$ cat src/rtl/mmcm_drp_reconfig.sv
// mmcm_drp_reconfig: rewrites MMCM DRP registers from a stored profile, then waits for lock
module mmcm_drp_reconfig #(
  parameter int N_REGS = 8,
  parameter logic [N_REGS*39-1:0] PROFILE0 = '0,
  parameter logic [N_REGS*39-1:0] PROFILE1 = '0,
  parameter int DRDY_TIMEOUT = 64,
  parameter int LOCK_TIMEOUT = 65535,
  parameter int LOCK_IGNORE = 4
) (
  input  logic        clk,
  input  logic        rst,
  input  logic        start,
  input  logic        profile,
  output logic        busy,
  output logic        done,
  output logic        error,
  output logic        mmcm_rst,
  input  logic        mmcm_locked,
  output logic [6:0]  drp_daddr,
  output logic        drp_den,
  output logic        drp_dwe,
  output logic [15:0] drp_di,
  input  logic [15:0] drp_do,
  input  logic        drp_drdy
);
  localparam int TMAX = DRDY_TIMEOUT > LOCK_TIMEOUT ? DRDY_TIMEOUT : LOCK_TIMEOUT;
  localparam int TW = $clog2(TMAX + 1);
  localparam int IW = N_REGS > 1 ? $clog2(N_REGS) : 1;
  typedef enum logic [3:0] {IDLE, ASSERT_RST, RD, RD_WAIT, WR, WR_WAIT, RELEASE, LOCK_WAIT, FINISH} state_t;
  state_t state, state_n;
  logic [IW-1:0] idx;
  logic prof;
  logic [15:0] rdata;
  logic [TW-1:0] tmr;
  logic fail;
  logic [38:0] entry;
  assign entry = prof ? PROFILE1[39*idx +: 39] : PROFILE0[39*idx +: 39];
  assign busy = state != IDLE;
  assign done = state == FINISH;
  assign mmcm_rst = state inside {ASSERT_RST, RD, RD_WAIT, WR, WR_WAIT};
  assign drp_den = state == RD || state == WR;
  assign drp_dwe = state == WR;
  assign drp_daddr = drp_den ? entry[38:32] : '0;
  assign drp_di = drp_dwe ? ((rdata & entry[31:16]) | (entry[15:0] & ~entry[31:16])) : '0;
  // state register
  always_ff @(posedge clk or posedge rst)
    if (rst) state <= IDLE;
    else state <= state_n;
  // next-state logic; fail flags a DRDY or lock timeout on the way to FINISH
  always_comb begin
    state_n = state;
    fail = 1'b0;
    case (state)
      IDLE:       state_n = start ? ASSERT_RST : IDLE;
      ASSERT_RST: state_n = RD;
      RD:         state_n = RD_WAIT;
      RD_WAIT:
        if (drp_drdy) state_n = WR;
        else if (tmr == TW'(DRDY_TIMEOUT)) begin
          state_n = FINISH;
          fail = 1'b1;
        end
      WR:         state_n = WR_WAIT;
      WR_WAIT:
        if (drp_drdy) state_n = idx == IW'(N_REGS - 1) ? RELEASE : RD;
        else if (tmr == TW'(DRDY_TIMEOUT)) begin
          state_n = FINISH;
          fail = 1'b1;
        end
      RELEASE:    state_n = LOCK_WAIT;
      LOCK_WAIT:
        if (tmr >= TW'(LOCK_IGNORE) && mmcm_locked) state_n = FINISH;
        else if (tmr == TW'(LOCK_TIMEOUT)) begin
          state_n = FINISH;
          fail = 1'b1;
        end
      FINISH:     state_n = IDLE;
      default:    state_n = IDLE;
    endcase
  end
  // request latch, entry index, read-back capture and sticky error
  always_ff @(posedge clk or posedge rst)
    if (rst) begin
      prof <= 1'b0;
      idx <= '0;
      rdata <= '0;
      error <= 1'b0;
    end else begin
      if (state == IDLE && start) begin
        prof <= profile;
        idx <= '0;
        error <= 1'b0;
      end
      if (state == RD_WAIT && drp_drdy) rdata <= drp_do;
      if (state == WR_WAIT && state_n == RD) idx <= idx + 1'b1;
      if (fail) error <= 1'b1;
    end
  // shared wait timer: restarts on every state change and saturates at its ceiling
  always_ff @(posedge clk or posedge rst)
    if (rst) tmr <= '0;
    else tmr <= state_n != state ? '0 : (tmr == TW'(TMAX) ? tmr : tmr + 1'b1);
endmodule

$ cat config.mk
export PLATFORM = sky130hd
export DESIGN_NAME = mmcm_drp_reconfig
export DESIGN_NICKNAME = d
export VERILOG_FILES = /design/src/rtl/mmcm_drp_reconfig.sv
export SDC_FILE = /design/constraint.sdc
export NUM_CORES = 1
export LEC_CHECK = 0
export ABC_CLOCK_PERIOD_IN_PS = 2590
export BUFFER_PORTS_ARGS = -buffer_cell sky130_fd_sc_hd__buf_4
export CAP_MARGIN = 20
export CORE_ASPECT_RATIO = 1.75
export CORE_MARGIN = 2
export CORE_UTILIZATION = 51
export CTS_CLUSTER_DIAMETER = 60
export CTS_CLUSTER_SIZE = 24
export DETAILED_ROUTE_END_ITERATION = 12
export PLACE_DENSITY = 0.84
export SLEW_MARGIN = 15
export SYNTH_ARGS = -nofsm -noshare
export SYNTH_HDL_FRONTEND = slang
export SYNTH_SLANG_ARGS = --single-unit
$ cat constraint.sdc
create_clock -name clk -period 2.59 [get_ports clk]
set_clock_uncertainty 0.2 [all_clocks]
set_input_delay 0.1295 -clock clk [delete_from_list [all_inputs] [get_ports clk]]
set_output_delay 0.1295 -clock clk [all_outputs]
set_load 0.02 [all_outputs]
==> results of run 1 <==
[kinds of logic after synthesis]
group	synth area share
compound gates	0.100
xor+xnor	0.0687
fa+ha+maj	0.0302
buf+inv	0.156
flops	0.362
mux	0.00604
other cells	0.00226
simple gates	0.274
[per-stage QoR]
stage	total power, µW	std cells
after floorplan	983	207
after detailed placement	1040	232
final	1280	237
after CTS	1290	237
after global placement	1030	232
after global routing	1370	237
[how the worst max path moves through the flow]
stage / end / slack, ns / cells past startpoint
final: tmr[6] / 0.22 / 5
after global routing: tmr[6] / 0.01 / 5
after CTS: tmr[6] / 0.23 / 5
after detailed placement: tmr[6] / 0.25 / 5
after global placement: tmr[6] / 0.27 / 5
after floorplan: tmr[2] / 0.66 / 8
[routing by layer]
layer	up-vias	routed length (µm)	global-route usage
li1	615	-	-
met1	575	1170	0.179
met2	37	1650	0.311
met3	7	108	0.0226
met4	0	82	0.0889
met5	-	0	0
[registers in the layout (all words and copies together), names as in the netlist]
| name | flops |
|---|---|
| tmr | 16 |
| state | 4 |
| error | 1 |
| idx | 3 |
[report_power, final]
group | internal, µW | leakage (µW) | switching [µW]
clock | 136 | 0.0000288 | 118
combinational | 207 | 0.000424 | 307
sequential | 431 | 0.000324 | 82.7
total | 774 | 0.000777 | 507
[cells in the final DEF, fill, tap and decap left out, types with 2 or more instances in the layout]
cell / count
a21oi_1: 3
nor3b_1: 2
conb_1: 23
o21ai_0: 4
nor3_1: 4
xor2_1: 10
inv_1: 7
nand3_1: 13
buf_4: 13
nand3b_1: 2
clkbuf_8: 4
xnor2_1: 3
nand2_1: 12
o211ai_1: 2
dfrtp_1: 24
nor2_1: 24
nand4_1: 8
o21bai_1: 3
a211oi_1: 2
ha_1: 4
nor4_1: 4
[area by class of cell]
type                            count  area (µm²)  area share
Sequential cell                    24         601       0.348
Inverter                            7        26.3      0.0152
Timing Repair Buffer               14         108      0.0624
Clock buffer                        4        55.1      0.0319
Tap cell                           43        53.8      0.0312
Multi-Input combinational cell    145         881       0.511
[critical path, stage by stage, from the launching register on]
cell      delay (ns)
dfrtp_1         0.44
nor4_1          0.47
nand4_1         0.20
o21ai_1         0.39
a31oi_4         0.29
a211oi_1        0.29
[repair_timing]
action / CTS / global route
setup buffers: 0 / 0
hold endpoints to repair: 24 / 0
endpoints found under the setup margin: 0 / 0
hold buffers: 1 / 0
==> impl_metrics.csv, run 1 <==
group,metric,value,unit
run_status,status,"complete, no violations",
route,first_iter_violations,23,
global_route,grt_overflow,0,
sta,relSlewSlack,0.398,
worst_hold_path,hp-start,"drp_drdy",
route,wirelength,3.01,mm
clocking,ctsRootBufferMaster,"clkbuf_8",
logic_synthesis,synthCells,185,
die,core,3140,µm²
sta,slew_violations,0,
place,place.gp.congestion,0.862,
sta,final.setup.tns,0,ns
place,io_buffer_count,10,
clocking,clock-sinks,24,
sta,fin_crit_sh,0.916,
sta,post-route-min-period,2.37,ns
worst_setup_path,r2r_setup_slack,0.22,ns
cells_and_area,area_delta_synth_final,4.00,%
route,remaining_drc_errors,0,
global_route,grt.total_usage,0.172,
die,fp.dieW,47.1,µm
clocking,cts_max_path_buffers,2,
clocking,cts_resized,0,
worst_setup_path,critPathLaunchType,"flip-flop",
clocking,clk_latency,0.27,ns
worst_setup_path,crit_path_end_kind,"flip-flop",
place,dp_hpwl,2.28,mm
sta,setup_ws,0.217,ns
worst_setup_path,r2r-start,"tmr[8]",
logic_synthesis,synth_area_leaders,"dfrtp_1 (36%), buf_4 (12%), nor2_1 (5.4%)",
logic_synthesis,synth.most_common_cell,"buf_4",
global_route,grt_first_pass_wirelength,4.75,mm
worst_setup_path,cp-startpoint,"tmr[8]",
logic_synthesis,synth_edf_count,0,
sta,hold_viol,0,
cells_and_area,num_antenna_cells,0,
route,viasPerCell,5.21,
logic_synthesis,synthesis.area,1660,µm²
global_route,first_global_vias,1133,
place,pre_cts_ws,0.253,ns
logic_synthesis,syn_avg_cell_area,8.96,µm²
route,first_pass_iters,4,
route,vias,1234,
die,die_area,3740,µm²
cells_and_area,fillers,306,
sta,setup_viol,0,
cells_and_area,drive_gt1_frac,0.139,
logic_synthesis,synth_cell_type_count,46,
die,die_y,79.4,µm
route,ant_nets,0,
die,ioPinCount,51,
clocking,cts_tree,"yes",
clocking,clkTransAtPathRegs,0.08,ns
pwr,p_leak,0.000777,µW
sta,hold-worst-slack,0.0324,ns
logic_synthesis,synthArstFlopShare,1.00,
logic_synthesis,yosys_warnings,0,
worst_hold_path,whs_path_depth,3,
route,wl_per_cell,12.7,µm
worst_hold_path,hold-path-endpoint,"state[1]",
logic_synthesis,synth_top_cell_area_share,0.362,
global_route,grt_antenna_before_repair,0,
place,placed_cell_area,1660,µm²
die,start_util,0.528,
worst_setup_path,r2r_end,"tmr[6]",
worst_setup_path,critical_path_class,"flip-flop to flip-flop",
clocking,numCtsBuffers,3,
job,maxCapViolations,0,
worst_setup_path,critical_path.max_fanout,16,
pwr,ir_drop,0.353,mV
worst_setup_path,cp.required,2.57,ns
sta,worstMarginPinSlew,0.902,ns
logic_synthesis,ys_ff_latch,24,
die,rows,27,
logic_synthesis,synth_top_cell_by_area,"dfrtp_1",
logic_synthesis,ys.flop_type,"dfrtp_1",
cells_and_area,final_util,0.549,
cells_and_area,final_nets,221,
clocking,htreeDepth,1,
logic_synthesis,synth_common_cells,"buf_4 (26), dfrtp_1 (24), nor2_1 (24)",
global_route,grt_max_degree,25,
pwr,power.density,743,nW/µm²
logic_synthesis,seq_area_frac_synth,0.362,
worst_setup_path,r2r_cells,5,
sta,fmax,0.421,GHz
sta,rsz0062_at_grt,"false",
worst_setup_path,worstPathArrival,2.35,ns
worst_hold_path,hold_class,"input port to flip-flop",
cells_and_area,final_area,1720,µm²
(Power assumes the default switching activity.)
==> run 2, diff against run 1 <==
PLACE_DENSITY = 0.79   (was 0.84)
==> run 2 against run 1 <==
  * Die area unchanged
  * Clock power increased by 28%
  * Final area increased by 0.94%
  * Sequential power about the same
  * Core utilization increased by 0.52 points
  * First-iteration DRC count increased by 74%
  * Critical endpoint unchanged
==> impl_metrics.csv, run 2 (same netlist as run 1, synthesis figures left out) <==
group,metric,value,unit
sta,fmax,0.426,GHz
pwr,ir_drop,0.342,mV
route,remaining_drc_errors,0,
place,placed_cell_area,1660,µm²
sta,worstMarginPinSlew,0.901,ns
die,ioPinCount,51,
cells_and_area,num_antenna_cells,0,
cells_and_area,largest_register_ffs,16,
worst_setup_path,worstPathArrival,2.33,ns
clocking,clk_latency,0.27,ns
worst_setup_path,cp.required,2.57,ns
die,die_area,3740,µm²
sta,setup_viol,0,
route,wirelength,3.03,mm
clocking,clock-sinks,24,
die,core,3140,µm²
worst_setup_path,cp-startpoint,"tmr[8]",
die,rows,27,
cells_and_area,final_cell_mix,"nor2_1 (24), dfrtp_1 (24), conb_1 (23)",
sta,post-route-min-period,2.35,ns
route,ant_nets,0,
cells_and_area,fin_cells,237,
pwr,total_power,1360,µW
route,wl_per_cell,12.8,µm
clocking,ctsRootBufferMaster,"clkbuf_8",
sta,fin_crit_sh,0.907,
cells_and_area,reg.largest.list,"tmr (16), state (4), idx (3)",
global_route,grt_overflow,0,
clocking,cts_tree,"yes",
sta,hold_viol,0,
job,maxCapViolations,0,
global_route,first_global_vias,1200,
clocking,cts_resized,0,
global_route,grt_antenna_before_repair,0,
cells_and_area,area_delta_synth_final,4.98,%
route,first_pass_iters,4,
worst_hold_path,hold_class,"input port to flip-flop",
sta,slew_violations,0,
sta,relSlewSlack,0.399,
global_route,grt.total_usage,0.183,
worst_hold_path,hp-start,"drp_drdy",
clocking,cts_max_path_buffers,2,
pwr,p_leak,0.000784,µW
die,fp.dieW,47.1,µm
die,die_y,79.4,µm
sta,rsz0062_at_grt,"false",
worst_setup_path,critPathLaunchType,"flip-flop",
clocking,htreeDepth,1,
cells_and_area,final_nets,221,
place,io_buffer_count,10,
route,vias,1275,
worst_setup_path,r2r-start,"tmr[8]",
sta,final.setup.tns,0,ns
place,dpl.cell_count,232,
route,first_iter_violations,40,
global_route,grt_max_degree,25,
clocking,cts_hold_buf,1,
clocking,clkTransAtPathRegs,0.08,ns
clocking,post_cts_buffers,0,
cells_and_area,final_util,0.554,
route,viasPerCell,5.38,
worst_setup_path,crit_path_end_kind,"flip-flop",
cells_and_area,top_register,"tmr",
place,dp_hpwl,2.32,mm
clocking,numCtsBuffers,3,
cells_and_area,final_area,1740,µm²
die,start_util,0.528,
run_status,status,"complete, no violations",
pwr,power.density,780,nW/µm²
place,place.gp.congestion,0.854,
worst_setup_path,critical_path_class,"flip-flop to flip-flop",
cells_and_area,drive_gt1_frac,0.139,
worst_setup_path,critical_path.max_fanout,16,
global_route,grt_first_pass_wirelength,5.06,mm
==> run 2: changes by cell type in the layout (fill, tap and decap cells not counted), sizes merged <==
cell	delta
bufinv	+1
clkbuf	-1
==> run 2: where the power goes <==
group / internal (µW) / leakage [µW] / switching [µW]
Clock: 207 / 0.0000357 / 118
Sequential: 431 / 0.000324 / 84.3
Combinational: 209 / 0.000424 / 309
Total: 846 / 0.000784 / 511
==> run 2: critical path: stages (launching register included) <==
cell and delay, ns:
dfrtp_1 0.44, nor4_1 0.46, nand4_1 0.21, o21ai_1 0.38, a31oi_4 0.29, a211oi_1 0.27
==> run 2: per-stage QoR <==
step	hold slack (ns)	worst slack [ns]
floorplan	-0.0559	0.660
global placement	0.165	0.294
detailed placement	0.192	0.254
CTS	0.0376	0.234
global route	0.0564	0.0956
finish	0.0319	0.241
==> run 2: layout make-up <==
class	count	area, µm²
clock buffer	3	41.3
clock inverter	1	30.0
fill	306	1400
inverter	7	26.3
multi-input combinational	145	881
sequential	24	601
tap	43	53.8
timing repair buffer	14	108
==> run 2: per-layer routing <==
layer  vias up  wire length (µm)  GRT usage
met3        10               121     0.0317
li1        618                 -          -
met4         0                61     0.0667
met5         -                 0          0
met1       604              1140      0.187
met2        43              1700      0.342
==> run 2: path summary, 6_finish.rpt <==
kind | slack, ns | depth (start not counted) | endpoint
max reg2reg | 0.24 | 5 | tmr[6]
min in group asynchronous | 0.42 | 3 | idx[1]
min | 0.03 | 3 | state[1]
max | 0.24 | 5 | tmr[6]
max in group asynchronous | 1.22 | 3 | tmr[1]
min reg2reg | 0.32 | 2 | error
==> run 3, diff against run 2 <==
--- a/config.mk
+++ b/config.mk
@@ -8,3 +8,3 @@
 export ABC_CLOCK_PERIOD_IN_PS = 2590
-export BUFFER_PORTS_ARGS = -buffer_cell sky130_fd_sc_hd__buf_4
+export BUFFER_PORTS_ARGS = -buffer_cell sky130_fd_sc_hd__buf_2
 export CAP_MARGIN = 20
--- a/constraint.sdc
+++ b/constraint.sdc
@@ -4,2 +4,2 @@
 set_output_delay 0.1295 -clock clk [all_outputs]
-set_load 0.02 [all_outputs]
+set_load 0.1 [all_outputs]
==> run 3 against run 2 <==
  * Hold slack better by 0.017 ns
  * Core utilization down 1.3 points
  * Sequential share of layout area up 0.81 points
  * Via count down 3.8%
  * Clock-buffer cell count up 1
  * Non-clock buffer count down 2
  * Sequential cell count unchanged
  * Largest cell class unchanged
  * Critical endpoint unchanged
  * First-iteration DRC count down 28%
  * Final cell count down 0.84%
  * Largest power group unchanged
  * Critical path depth unchanged
==> impl_metrics.csv, run 3 (same netlist as run 1, synthesis figures left out) <==
group,metric,value,unit
sta,fin_crit_sh,0.897,
cells_and_area,final_nets,219,
worst_setup_path,crit_path_end_kind,"flip-flop",
cells_and_area,final_cell_mix,"nor2_1 (24), dfrtp_1 (24), conb_1 (23)",
global_route,grt_antenna_before_repair,0,
place,io_buffer_count,10,
cells_and_area,final_util,0.541,
worst_setup_path,crit_family,"compound AO/OA/AOI/OAI gates",
clocking,clkTransAtPathRegs,0.08,ns
place,dp_hpwl,2.24,mm
place,pre_cts_ws,0.290,ns
clocking,clk_latency,0.26,ns
worst_setup_path,crit_cells,5,
sta,hold_viol,0,
die,fp.dieW,47.1,µm
route,ant_nets,0,
pwr,power.density,928,nW/µm²
worst_setup_path,slowest_stage,"dfrtp_1",
worst_setup_path,critical_path_class,"flip-flop to flip-flop",
cells_and_area,num_antenna_cells,0,
route,first_iter_violations,29,
worst_setup_path,critical_path.max_fanout,16,
worst_setup_path,crit_chain,"nor4_1 -> nand4_1 -> o21ai_1 -> a31oi_4 -> a211oi_1",
sta,slew_violations,0,
worst_setup_path,endpoint,"tmr[6]",
worst_setup_path,r2r_setup_slack,0.27,ns
global_route,grt_max_degree,25,
pwr,ir_drop,0.521,mV
place,place.gp.congestion,0.765,
worst_setup_path,critPathLaunchType,"flip-flop",
worst_setup_path,critPathBufInv,0,
sta,fmax,0.430,GHz
worst_setup_path,r2r_cells,5,
cells_and_area,largest_register_ffs,16,
cells_and_area,top_register,"tmr",
route,wl_per_cell,12.7,µm
sta,worstMarginPinSlew,0.889,ns
clocking,cts_tree,"yes",
clocking,cts_max_path_buffers,2,
route,remaining_drc_errors,0,
sta,setup_ws,0.266,ns
route,first_pass_iters,4,
sta,setup_viol,0,
worst_setup_path,cp.required,2.56,ns
die,die_y,79.4,µm
sta,post-route-min-period,2.32,ns
clocking,htreeDepth,1,
worst_setup_path,slowest_delay,0.45,ns
pwr,p_leak,0.000763,µW
global_route,grt.total_usage,0.168,
clocking,numCtsBuffers,3,
die,start_util,0.528,
sta,rsz0062_at_grt,"false",
route,vias,1226,
clocking,post_cts_buffers,0,
route,viasPerCell,5.22,
die,rows,27,
run_status,status,"complete, no violations",
clocking,clock-sinks,24,
global_route,first_global_vias,1133,
cells_and_area,reg.largest.list,"tmr (16), state (4), idx (3)",
worst_setup_path,r2r_end,"tmr[6]",
cells_and_area,drive_gt1_frac,0.146,
route,wirelength,2.99,mm
worst_setup_path,r2r-start,"tmr[8]",
global_route,grt_first_pass_wirelength,4.63,mm
worst_setup_path,cp-startpoint,"tmr[8]",
global_route,grt_overflow,0,
worst_hold_path,hold_class,"input port to flip-flop",
die,core,3140,µm²
die,die_area,3740,µm²
die,ioPinCount,51,
job,maxCapViolations,0,
clocking,ctsRootBufferMaster,"clkbuf_8",
sta,relSlewSlack,0.407,
worst_hold_path,hp-start,"start",
clocking,cts_resized,0,
cells_and_area,area_delta_synth_final,2.57,%
worst_setup_path,worstPathArrival,2.29,ns
==> run 3: layout make-up <==
class,count,area [µm²]
well taps,43,53.8
fillers,307,1440
inverters,7,26.3
clock buffers,4,55.1
multi-input cells,145,897
flip-flops and latches,24,601
repair buffers,12,67.6
==> run 3: power breakdown <==
group          total, µW  internal (µW)  leakage [µW]  switching [µW]
Sequential           523            431      0.000324            91.8
Clock                254            136     0.0000288             118
Combinational        801            189      0.000410             612
Total               1580            755      0.000763             823
==> run 3: per-layer routing <==
layer,wire (µm),vias to the layer above,part of all wire,track usage
met5,0,-,0,0
met1,1130,586,0.38,0.167
met4,46,0,0.015,0.0722
met2,1720,30,0.57,0.322
li1,-,606,-,-
met3,99,4,0.033,0.0136
==> run 3: how the worst min path moves through the flow <==
| stage | endpoint | slack (ns) | depth (start not counted) |
|---|---|---|---|
| 3_3_place_gp | idx[0] | 0.16 | 2 |
| 3_5_place_dp | idx[0] | 0.17 | 2 |
| 6_report | state[0] | 0.05 | 4 |
| 4_1_cts | state[0] | 0.06 | 4 |
| 2_1_floorplan | error | -0.06 | 1 |
| 5_1_grt | state[1] | 0.1 | 3 |
==> run 3: metrics by stage <==
step           total power (µW)  instance area [µm²]  std cells  hold slack [ns]  TNS [ns]
2_1_floorplan              1300                 1760        207          -0.0559  -0.00987
3_3_place_gp               1320                 1640        230            0.163         0
3_5_place_dp               1330                 1640        230            0.175         0
4_1_cts                    1580                 1700        235           0.0619         0
5_1_grt                    1670                 1700        235           0.0976         0
6_report                   1580                 1700        235           0.0494         0
==> run 3: tightest hold or removal path: cells and delay by family <==
| family | cells | cell delay [ns] |
|---|---|---|
| AOI/OAI and AO/OA | 1 | 0.09 |
| and+or+nand+nor | 2 | 0.17 |
| buffers and inverters | 1 | 0.09 |
==> run 3: timing repair <==
item,4_1_cts,5_1_grt
endpoints found under the hold margin,24,0
setup endpoints to repair,0,0
hold buffers,1,0
